<file path="src/rtl/register_file_2r1w.sv">
// General-purpose register file: two combinational read ports, one synchronous write port.
// Optional write-through forwarding on both read ports when REGFILE_BYPASS_EN is defined.
module register_file_2r1w #(
  parameter int unsigned REG_ADDR_WIDTH = 4,
  parameter int unsigned DATA_WIDTH     = 8
) (
  input  logic                      clk,
  input  logic                      rst_n,
  input  logic                      write_en,
  input  logic [REG_ADDR_WIDTH-1:0] reg1,
  input  logic [REG_ADDR_WIDTH-1:0] reg2,
  input  logic [REG_ADDR_WIDTH-1:0] regw,
  input  logic [DATA_WIDTH-1:0]     dataw,
  output logic [DATA_WIDTH-1:0]     data1,
  output logic [DATA_WIDTH-1:0]     data2
);

  localparam int unsigned NUM_REGS = 2 ** REG_ADDR_WIDTH;

  logic [DATA_WIDTH-1:0] mem [NUM_REGS];

  // Storage: async clear has priority over any write in flight.
  always_ff @(posedge clk or negedge rst_n) begin
    if (!rst_n) begin
      for (int i = 0; i < int'(NUM_REGS); i++) begin
        mem[i] <= '0;
      end
    end else if (write_en) begin
      mem[regw] <= dataw;
    end
  end

`ifdef REGFILE_BYPASS_EN
  logic hit1;
  logic hit2;

  // Forward the write data in the write cycle; suppressed while reset is held.
  always_comb begin
    hit1  = rst_n && write_en && (reg1 == regw);
    hit2  = rst_n && write_en && (reg2 == regw);
    data1 = hit1 ? dataw : mem[reg1];
    data2 = hit2 ? dataw : mem[reg2];
  end
`else
  always_comb begin
    data1 = mem[reg1];
    data2 = mem[reg2];
  end
`endif

endmodule

</file>
<file path="config.mk">
export PLATFORM = sky130hd
export DESIGN_NAME = register_file_2r1w
export DESIGN_NICKNAME = d
export VERILOG_FILES = /design/src/rtl/register_file_2r1w.sv
export SDC_FILE = /design/constraint.sdc
export NUM_CORES = 1
export LEC_CHECK = 0
export CAP_MARGIN = 5
export CORE_MARGIN = 2
export CORE_UTILIZATION = 54
export CTS_CLUSTER_DIAMETER = 100
export CTS_CLUSTER_SIZE = 40
export DETAILED_ROUTE_END_ITERATION = 12
export MAX_ROUTING_LAYER = met4
export PLACE_DENSITY_LB_ADDON = 0.12
export RECOVER_POWER = 50
export SLEW_MARGIN = 40
export SYNTH_ARGS = -nofsm -noshare
export SYNTH_HDL_FRONTEND = slang
export SYNTH_SLANG_ARGS = --single-unit
</file>
<file path="constraint.sdc">
create_clock -name clk -period 2.3 [get_ports clk]
set_input_delay 0.575 -clock clk [delete_from_list [all_inputs] [get_ports clk]]
set_output_delay 0.575 -clock clk [all_outputs]
set_load 0.01 [all_outputs]
</file>
Word level (Yosys, flattened, before mapping)
Cells that the tools add are included.

word-level totals
  register bits = 128
  output and inout bits = 16
  word-level logic and storage cells = 33

operators by class
  $lt $le $gt $ge = 4
  multiplexer cells = 9
  bitwise operators = 3
  reduce and logical (&&, ||, !) cells = 1

operator list
  operator            number
  $bwmux 128          1
  $bmux 8 s4          2
  $mux 8              5
  $demux 8 s4         1
  $ge 5x5->1 const B  3
  $not 4->5           3
  $lt 5x1->1 const B  1
  $logic_and 1x1->1   1

Depth between registers and ports, before layout
Gate-level depths: netlist of the first run.

  word-level depth = 6
  gate-level depth with buffers = 5
  gate-level depth less buffers = 3

Least setup slack after synthesis of the first run
Ideal clock, no wire load.

  path type = in2out
  from = input port reg1[0]
  to = output port data1[1]
  arrival time = 1817 ps
  data required time = 1725 ps
  slack = -92 ps
  stages on the path = 5
  buffers on the path = 2
  path through = buf_2 buf_2 mux4_2 a22oi_1 nand2_1

between the ends
  longest elaborated chain between the ends = 4

RTL lines
  element                                     RTL line  RTL
  start: declaration                          10        input logic [REG_ADDR_WIDTH-1:0] reg1,
  $not 4->5 (implied by the code)             46        data1 = mem[reg1];
  $bmux 8 s4                                  46
  $mux 8 (implied by the code) (2 in series)  46
  end: declaration                            14        output logic [DATA_WIDTH-1:0] data1,

No other way between the ends. The select of a mux whose other input is x is not followed.

Worst setup path after layout of the first run
  from = input port reg2[0]
  to = output port data2[2]

between the ends
  longest elaborated chain between the ends = 4

RTL lines
  element                                     RTL line  RTL
  start: declaration                          11        input logic [REG_ADDR_WIDTH-1:0] reg2,
  $not 4->5 (implied by the code)             47        data2 = mem[reg2];
  $bmux 8 s4                                  47
  $mux 8 (implied by the code) (2 in series)  47
  end: declaration                            15        output logic [DATA_WIDTH-1:0] data2

No other way between the ends. The select of a mux whose other input is x is not followed.

==> flow_metrics.env, run 1 <==
export IMPL_critical_path_arrival_ns=1.89
export IMPL_boundaryPins=39
export IMPL_status="finished with violations"
export IMPL_grt_ovfl_total=0
export IMPL_start_util=0.547
export IMPL_dr_total_vias=4615
export IMPL_cts_num_sinks=128
export IMPL_yosysWarnings=0
export IMPL_cp_start_kind="input port"
export IMPL_drive_gt1_frac=0.665
export IMPL_post_route_min_period_ns=2.47
export IMPL_dp_hpwl_microns=11900
export IMPL_met1_usage=0.419
export IMPL_die_area_sq_um=13600
export IMPL_clock_skew_ns=0
export IMPL_largest_reg_flops=128
export IMPL_grt_max_degree=42
export IMPL_syn_nets=458
export IMPL_postLayoutCellArea_sq_um=9050
export IMPL_grt_first_pass_wirelength_microns=30300
export IMPL_drv_cap=1
export IMPL_combPwrFrac=0.248
export IMPL_grt_pass1_vias=4929
export IMPL_gr_usage_all_layers=0.332
export IMPL_fin_cells=721
export IMPL_critical_path_class="input port to output port"
export IMPL_antenna_found_initial=0
export IMPL_cp_max_fo=5
export IMPL_die_h_microns=117
export IMPL_hp_class="register to register"
export IMPL_worstSkewPairLatency_ns=0.42
export IMPL_seq_area_frac_synth=0.467
export IMPL_syn2layout_area_growth_pct=32.0
export IMPL_placed_cell_area_sq_um=7980
export IMPL_rsz0062_at_grt="true"
export IMPL_dr_pass1_iters=5
export IMPL_p_sw_frac=0.273
export IMPL_die_w_microns=117
export IMPL_coreArea_sq_um=12500
export IMPL_antenna_cells=0
export IMPL_gr_usage_met2=0.518
export IMPL_synthesis_instances=435
export IMPL_rows=41
export IMPL_power_frac_seq=0.413
export IMPL_yosysUniqueCellTypes=24
export IMPL_cp_required_ns=1.73
export IMPL_hold_viol_final=0
export IMPL_min_period_over_period=1.07
export IMPL_hold_buffers=0
export IMPL_cts_made_buffers=17
export IMPL_finalSetupViolations=16
export IMPL_syn_area_per_cell_sq_um=15.8
export IMPL_dp_cells=665
export IMPL_switchingPower_mw=2.11
export IMPL_gp_congestion=0.793
export IMPL_regMostFlops="mem"
export IMPL_fmax_mhz=406
export IMPL_drt_initial_drc_count=375
export IMPL_slew_violations=31
export IMPL_io_buffers=38
export IMPL_power_density_nw_per_um2=855
export IMPL_routed_via_density=6.40
export IMPL_cts_max_path_buffers=2
export IMPL_fin_nets=559
export IMPL_h_tree_depth=4
export IMPL_pwr_share_clk=0.339
export IMPL_ant_nets=0
export IMPL_wl_microns=19900
export IMPL_top_usage_layer="met2"
export IMPL_synth_area_sq_um=6850
export IMPL_worstMarginPinSlew_ns=1.65
export IMPL_yosys_register_bits=128
export IMPL_clock_root_buffer="clkbuf_16"
export IMPL_top_regs="mem: 128 flops"
export IMPL_wl_per_cell_microns=27.6
export IMPL_cts_tree="done"
export IMPL_clk_pin_slew_ns=0.05
export IMPL_p_leak_nw=3.80
export IMPL_endpoint_kind="output port"
export IMPL_post_route_drc_count=0
export IMPL_final_setup_worst_slack_ns=-0.165
export IMPL_slew_headroom=-0.100
export IMPL_internal_power_mw=5.62
export IMPL_fin_total_pwr_mw=7.73
export IMPL_violations="max-capacitance violations, max-slew violations, negative setup slack"
export IMPL_vdd_drop_max_mv=0.597
export IMPL_whs_ns=0.524
export IMPL_grt_util_met3=0.0846
## power groups by stage
stage / logic, mW / registers (mW) / clock network, mW
after floorplan: 1.26 / 3.05 / 0
after global routing: 2.02 / 3.27 / 2.76
after CTS: 1.88 / 3.17 / 2.65
final: 1.92 / 3.20 / 2.62
after global placement: 1.72 / 3.15 / 0
after detailed placement: 1.77 / 3.20 / 0
## cells in the final DEF (no fill, tap or decap), drive strengths merged, types with 2 or more instances in the layout
master and instances:
and2 2, nor2b 4, nand3b 2, dlygate4sd2 4
clkdlybuf4s50 13, bufinv 2, clkinv 7, nand2 18
buf 94, a22oi 32, mux2 128, dfrtp 128
nor2 8, nand3 2, nor3 6, nand2b 3
clkinvlp 2, mux4 64, or3 2, clkbuf 25
## logic make-up (layout without fill, tap and decap cells)
kind of cell,Yosys count,count (layout),share of synthesized area
flops,128,128,0.467
buf+inv,34,148,0.0237
compound gates,32,32,0.0351
mux,192,192,0.425
simple gates,49,49,0.0486
## stage by stage
step | setup TNS (ns) | setup slack, ns | util
after floorplan | 0 | 0.0168 | -
after global placement | -11.87 | -0.778 | 0.637
after detailed placement | -13.54 | -0.776 | 0.637
after CTS | -1.59 | -0.153 | 0.722
after global routing | -4.37 | -0.183 | 0.723
final | -1.66 | -0.165 | 0.723
## path summary, 6_finish.rpt
path | end | slack (ns) | cells after the start | start
setup / recovery | data2[2] | -0.17 | 7 | reg2[0]
hold / removal | mem[11]$_DFFE_PN0P_ | 0.52 | 1 | mem[11]$_DFFE_PN0P_
setup reg to reg | mem[116]$_DFFE_PN0P_ | 1.48 | 1 | mem[116]$_DFFE_PN0P_
hold reg to reg | mem[11]$_DFFE_PN0P_ | 0.52 | 1 | mem[11]$_DFFE_PN0P_
max in group asynchronous | mem[125]$_DFFE_PN0P_ | 0.26 | 2 | rst_n
min in group asynchronous | mem[63]$_DFFE_PN0P_ | 0.58 | 1 | rst_n
## worst max-delay path, cell delays in order
cell	delay, ns
buf_16	0.12
buf_12	0.12
buf_16	0.13
mux4_2	0.50
a22oi_2	0.21
nand2_1	0.09
buf_2	0.15
## area by class of cell
type | count | area [sq um]
multi-input cells | 273 | 3630
fillers | 824 | 3470
flip-flops and latches | 128 | 3200
repair buffers | 116 | 1420
clock buffers | 21 | 460
well taps | 172 | 215
clock inverters | 11 | 114
## layer usage
layer	vias to the layer above	wire, microns
met2	192	10000
met1	2453	7910
met4	0	592
met3	52	1400
met5	-	0
li1	1918	-
## cells in the mapped netlist, drive strengths merged
cell / number / area share
nor3: 6 / 0.012
nand3b: 2 / 0.0022
or4: 1 / 0.0016
mux2: 128 / 0.21
or3: 2 / 0.0018
nand2: 18 / 0.0099
nand2b: 3 / 0.0049
a22oi: 32 / 0.035
and2: 2 / 0.0018
buf: 18 / 0.015
nand3: 2 / 0.0015
nor2b: 4 / 0.0037
nor2: 8 / 0.0066
mux4: 64 / 0.21
clkbuf: 16 / 0.0088
dfrtp: 128 / 0.47
nor4: 1 / 0.0031
## timing repair
action / CTS / global route
endpoints found under the setup margin: 16 / 16
pin swaps: 34 / 10
gates cloned: 8 / 0
buffers inserted: 16 / 2
resized for setup: 133 / 12
(Power assumes the default switching activity.)
==> inputs of run 2 (changes only) <==
- ABC_AREA: unset -> 1
- CORE_UTILIZATION: 54 -> 55
==> run 2 against run 1 <==
The run ends with max-capacitance violations, max-slew violations left. Routed wire length rose by 27%. Worst setup slack improved by 0.20 ns. Via count rose by 70%. Non-clock buffer count fell by 6. Final area rose by 4.2%. Total power rose by 3.3%. First-iteration DRC count rose to 3.7 times the previous value. Synthesized area rose by 9.6%. Highest routed layer unchanged.
==> flow_metrics.env, run 2 <==
export IMPL_wl_per_cell_microns=18.4
export IMPL_synth_area_sq_um=7510
export IMPL_die_h_microns=121
export IMPL_routed_via_density=5.74
export IMPL_whs_ns=0.486
export IMPL_grt_max_degree=39
export IMPL_clk_pin_slew_ns=0.06
export IMPL_synth_top_area_share=0.427
export IMPL_boundaryPins=39
export IMPL_finalSetupViolations=0
export IMPL_syn2layout_area_growth_pct=25.6
export IMPL_die_w_microns=121
export IMPL_gr_usage_all_layers=0.372
export IMPL_post_route_drc_count=0
export IMPL_yosys_area_top_type="dfrtp_1"
export IMPL_clock_skew_ns=0
export IMPL_synth_most_common_cell="nand2_1"
export IMPL_synthTopCellsByCount="411 x nand2_1, 226 x nand3_1, 146 x inv_1"
export IMPL_hp_start="mem[51]$_DFFE_PN0P_"
export IMPL_worstSkewPairLatency_ns=0.42
export IMPL_layout_commonest_cell="nand2_1"
export IMPL_yosys_register_bits=128
export IMPL_seq_area_sq_um=3200
export IMPL_slew_headroom=-0.160
export IMPL_cts_max_path_buffers=2
export IMPL_multi_input_area_sq_um=3490
export IMPL_clock_root_buffer="clkbuf_16"
export IMPL_critPathLaunch="reg2[0]"
export IMPL_top_regs="mem: 128 flops"
export IMPL_dr_total_vias=7864
export IMPL_final_setup_worst_slack_ns=0.0301
export IMPL_routed_top_layer="met4"
export IMPL_largest_reg_flops=128
export IMPL_cts_made_buffers=17
export IMPL_io_buffers=38
export IMPL_synth_edf_count=0
export IMPL_critical_path_arrival_ns=1.69
export IMPL_cp_required_ns=1.73
export IMPL_syn_area_per_cell_sq_um=6.67
export IMPL_power_density_nw_per_um2=847
export IMPL_die_area_sq_um=14600
export IMPL_grt_ovfl_total=0
export IMPL_hold_viol_final=0
export IMPL_p_leak_nw=4.88
export IMPL_wl_met2_microns=10600
export IMPL_synthesis_instances=1125
export IMPL_cts_tree="done"
export IMPL_drv_cap=1
export IMPL_worstHoldEndpoint="mem[51]$_DFFE_PN0P_"
export IMPL_slew_violations=37
export IMPL_fin_nets=1205
export IMPL_grt_first_pass_wirelength_microns=40200
export IMPL_seq_area_frac_synth=0.427
export IMPL_reg2reg_from="mem[10]$_DFFE_PN0P_"
export IMPL_fin_total_pwr_mw=7.99
export IMPL_endpoint_kind="output port"
export IMPL_num_fill_cells=1133
export IMPL_yosysUniqueCellTypes=16
export IMPL_min_period_over_period=0.987
export IMPL_start_util=0.565
export IMPL_dr_pass1_iters=6
export IMPL_grt_pass1_vias=7135
export IMPL_synth_flop_cell="dfrtp_1"
export IMPL_yosysWarnings=0
export IMPL_pre_cts_ws_ns=-0.615
export IMPL_yosys_top_cells_area="dfrtp_1 43%, nand2_1 21%, nand3_1 15%"
export IMPL_ant_nets=0
export IMPL_wl_met3_microns=2800
export IMPL_antenna_found_initial=0
export IMPL_worstReg2RegEnd="mem[10]$_DFFE_PN0P_"
export IMPL_cts_num_sinks=128
export IMPL_status="finished with violations"
export IMPL_hp_class="register to register"
export IMPL_violations="max-capacitance violations, max-slew violations"
export IMPL_cp_start_kind="input port"
export IMPL_critical_path_class="input port to output port"
export IMPL_worstHoldPathCells=2
export IMPL_final_cell_mix="406 x nand2_1, 213 x nand3_1, 143 x inv_1, 128 x o21ai_0, 128 x dfrtp_1"
export IMPL_rows=42
export IMPL_gp_congestion=0.939
export IMPL_h_tree_depth=4
export IMPL_ff2ff_path_depth=2
export IMPL_coreArea_sq_um=13300
export IMPL_worstMarginPinSlew_ns=1.74
export IMPL_dp_hpwl_microns=16300
export IMPL_antenna_cells=0
export IMPL_fmax_mhz=441
export IMPL_vdd_drop_max_mv=0.883
export IMPL_wl_microns=25200
export IMPL_hold_buffers=0
export IMPL_drive_gt1_frac=0.127
export IMPL_wl_met1_microns=10900
export IMPL_regMostFlops="mem"
export IMPL_post_route_min_period_ns=2.27
export IMPL_r2r_slack_ns=1.53
export IMPL_drt_initial_drc_count=1379
export IMPL_synth_async_reset_ratio=1.00
export IMPL_syn_nets=1148
export IMPL_cp_max_fo=12
run 2: cell type report:
| type | instances | area share |
|---|---|---|
| clock buffers | 19 | 0.0470 |
| clock inverters | 13 | 0.0222 |
| inverters | 148 | 0.0617 |
| multi-input cells | 777 | 0.371 |
| flip-flops and latches | 128 | 0.340 |
| well taps | 176 | 0.0233 |
| repair buffers | 110 | 0.136 |
run 2: per-stage QoR:
stage          cells  TNS (ns)  area [sq um]   util
6_report        1371         0          9430  0.709
2_1_floorplan   1125         0          7510      -
3_3_place_gp    1324     -9.03          8400  0.632
5_1_grt         1371  -0.00422          9430  0.709
3_5_place_dp    1324     -9.05          8400  0.632
4_1_cts         1370         0          9400  0.707
run 2: worst max path at each step:
| stage | endpoint | cells after the start |
|---|---|---|
| after global placement | data2[3] | 7 |
| after global routing | data1[3] | 9 |
| after floorplan | data1[3] | 7 |
| after CTS | data2[3] | 10 |
| after detailed placement | data1[3] | 8 |
| final | data2[2] | 10 |
run 2: power by group:
part / switching, mW / internal, mW / leakage (nW)
Clock: 1.06 / 1.96 / 0.310
Combinational: 1.27 / 0.722 / 2.97
Sequential: 0.244 / 2.73 / 1.60
Total: 2.58 / 5.41 / 4.88
run 2: critical path: stages:
cell       delay [ns]
buf_12           0.13
inv_12           0.05
buf_6            0.12
bufbuf_16        0.27
nand2_1          0.07
nand3_1          0.10
nand3_1          0.10
nand3_1          0.06
nand2_1          0.07
buf_2            0.13
run 2: routing by layer:
layer | GRT usage | up-vias
met5 | - | -
met4 | 0.111 | 0
met3 | 0.0830 | 68
met2 | 0.524 | 515
met1 | 0.538 | 3612
li1 | - | 3669
run 2: kinds of logic after synthesis:
| kind of cell | synth area share |
|---|---|
| buffers and inverters | 0.118 |
| AO/OA/AOI/OAI | 0.0853 |
| AND/OR/NAND/NOR | 0.370 |
| flip-flops | 0.427 |
run 2: repair_timing:
action                                  4_1_cts  5_1_grt
buffers inserted                              6        0
pin swaps                                     4        4
hold endpoints to repair                      0        0
resized for setup                           102       19
cloned                                        8        1
endpoints found under the setup margin       16        8
==> inputs of run 3 (changes only) <==
- CAP_MARGIN: 5 -> 30
==> results of run 3 <==
Same layout as run 2: the final DEF is identical, and so are final timing and power.
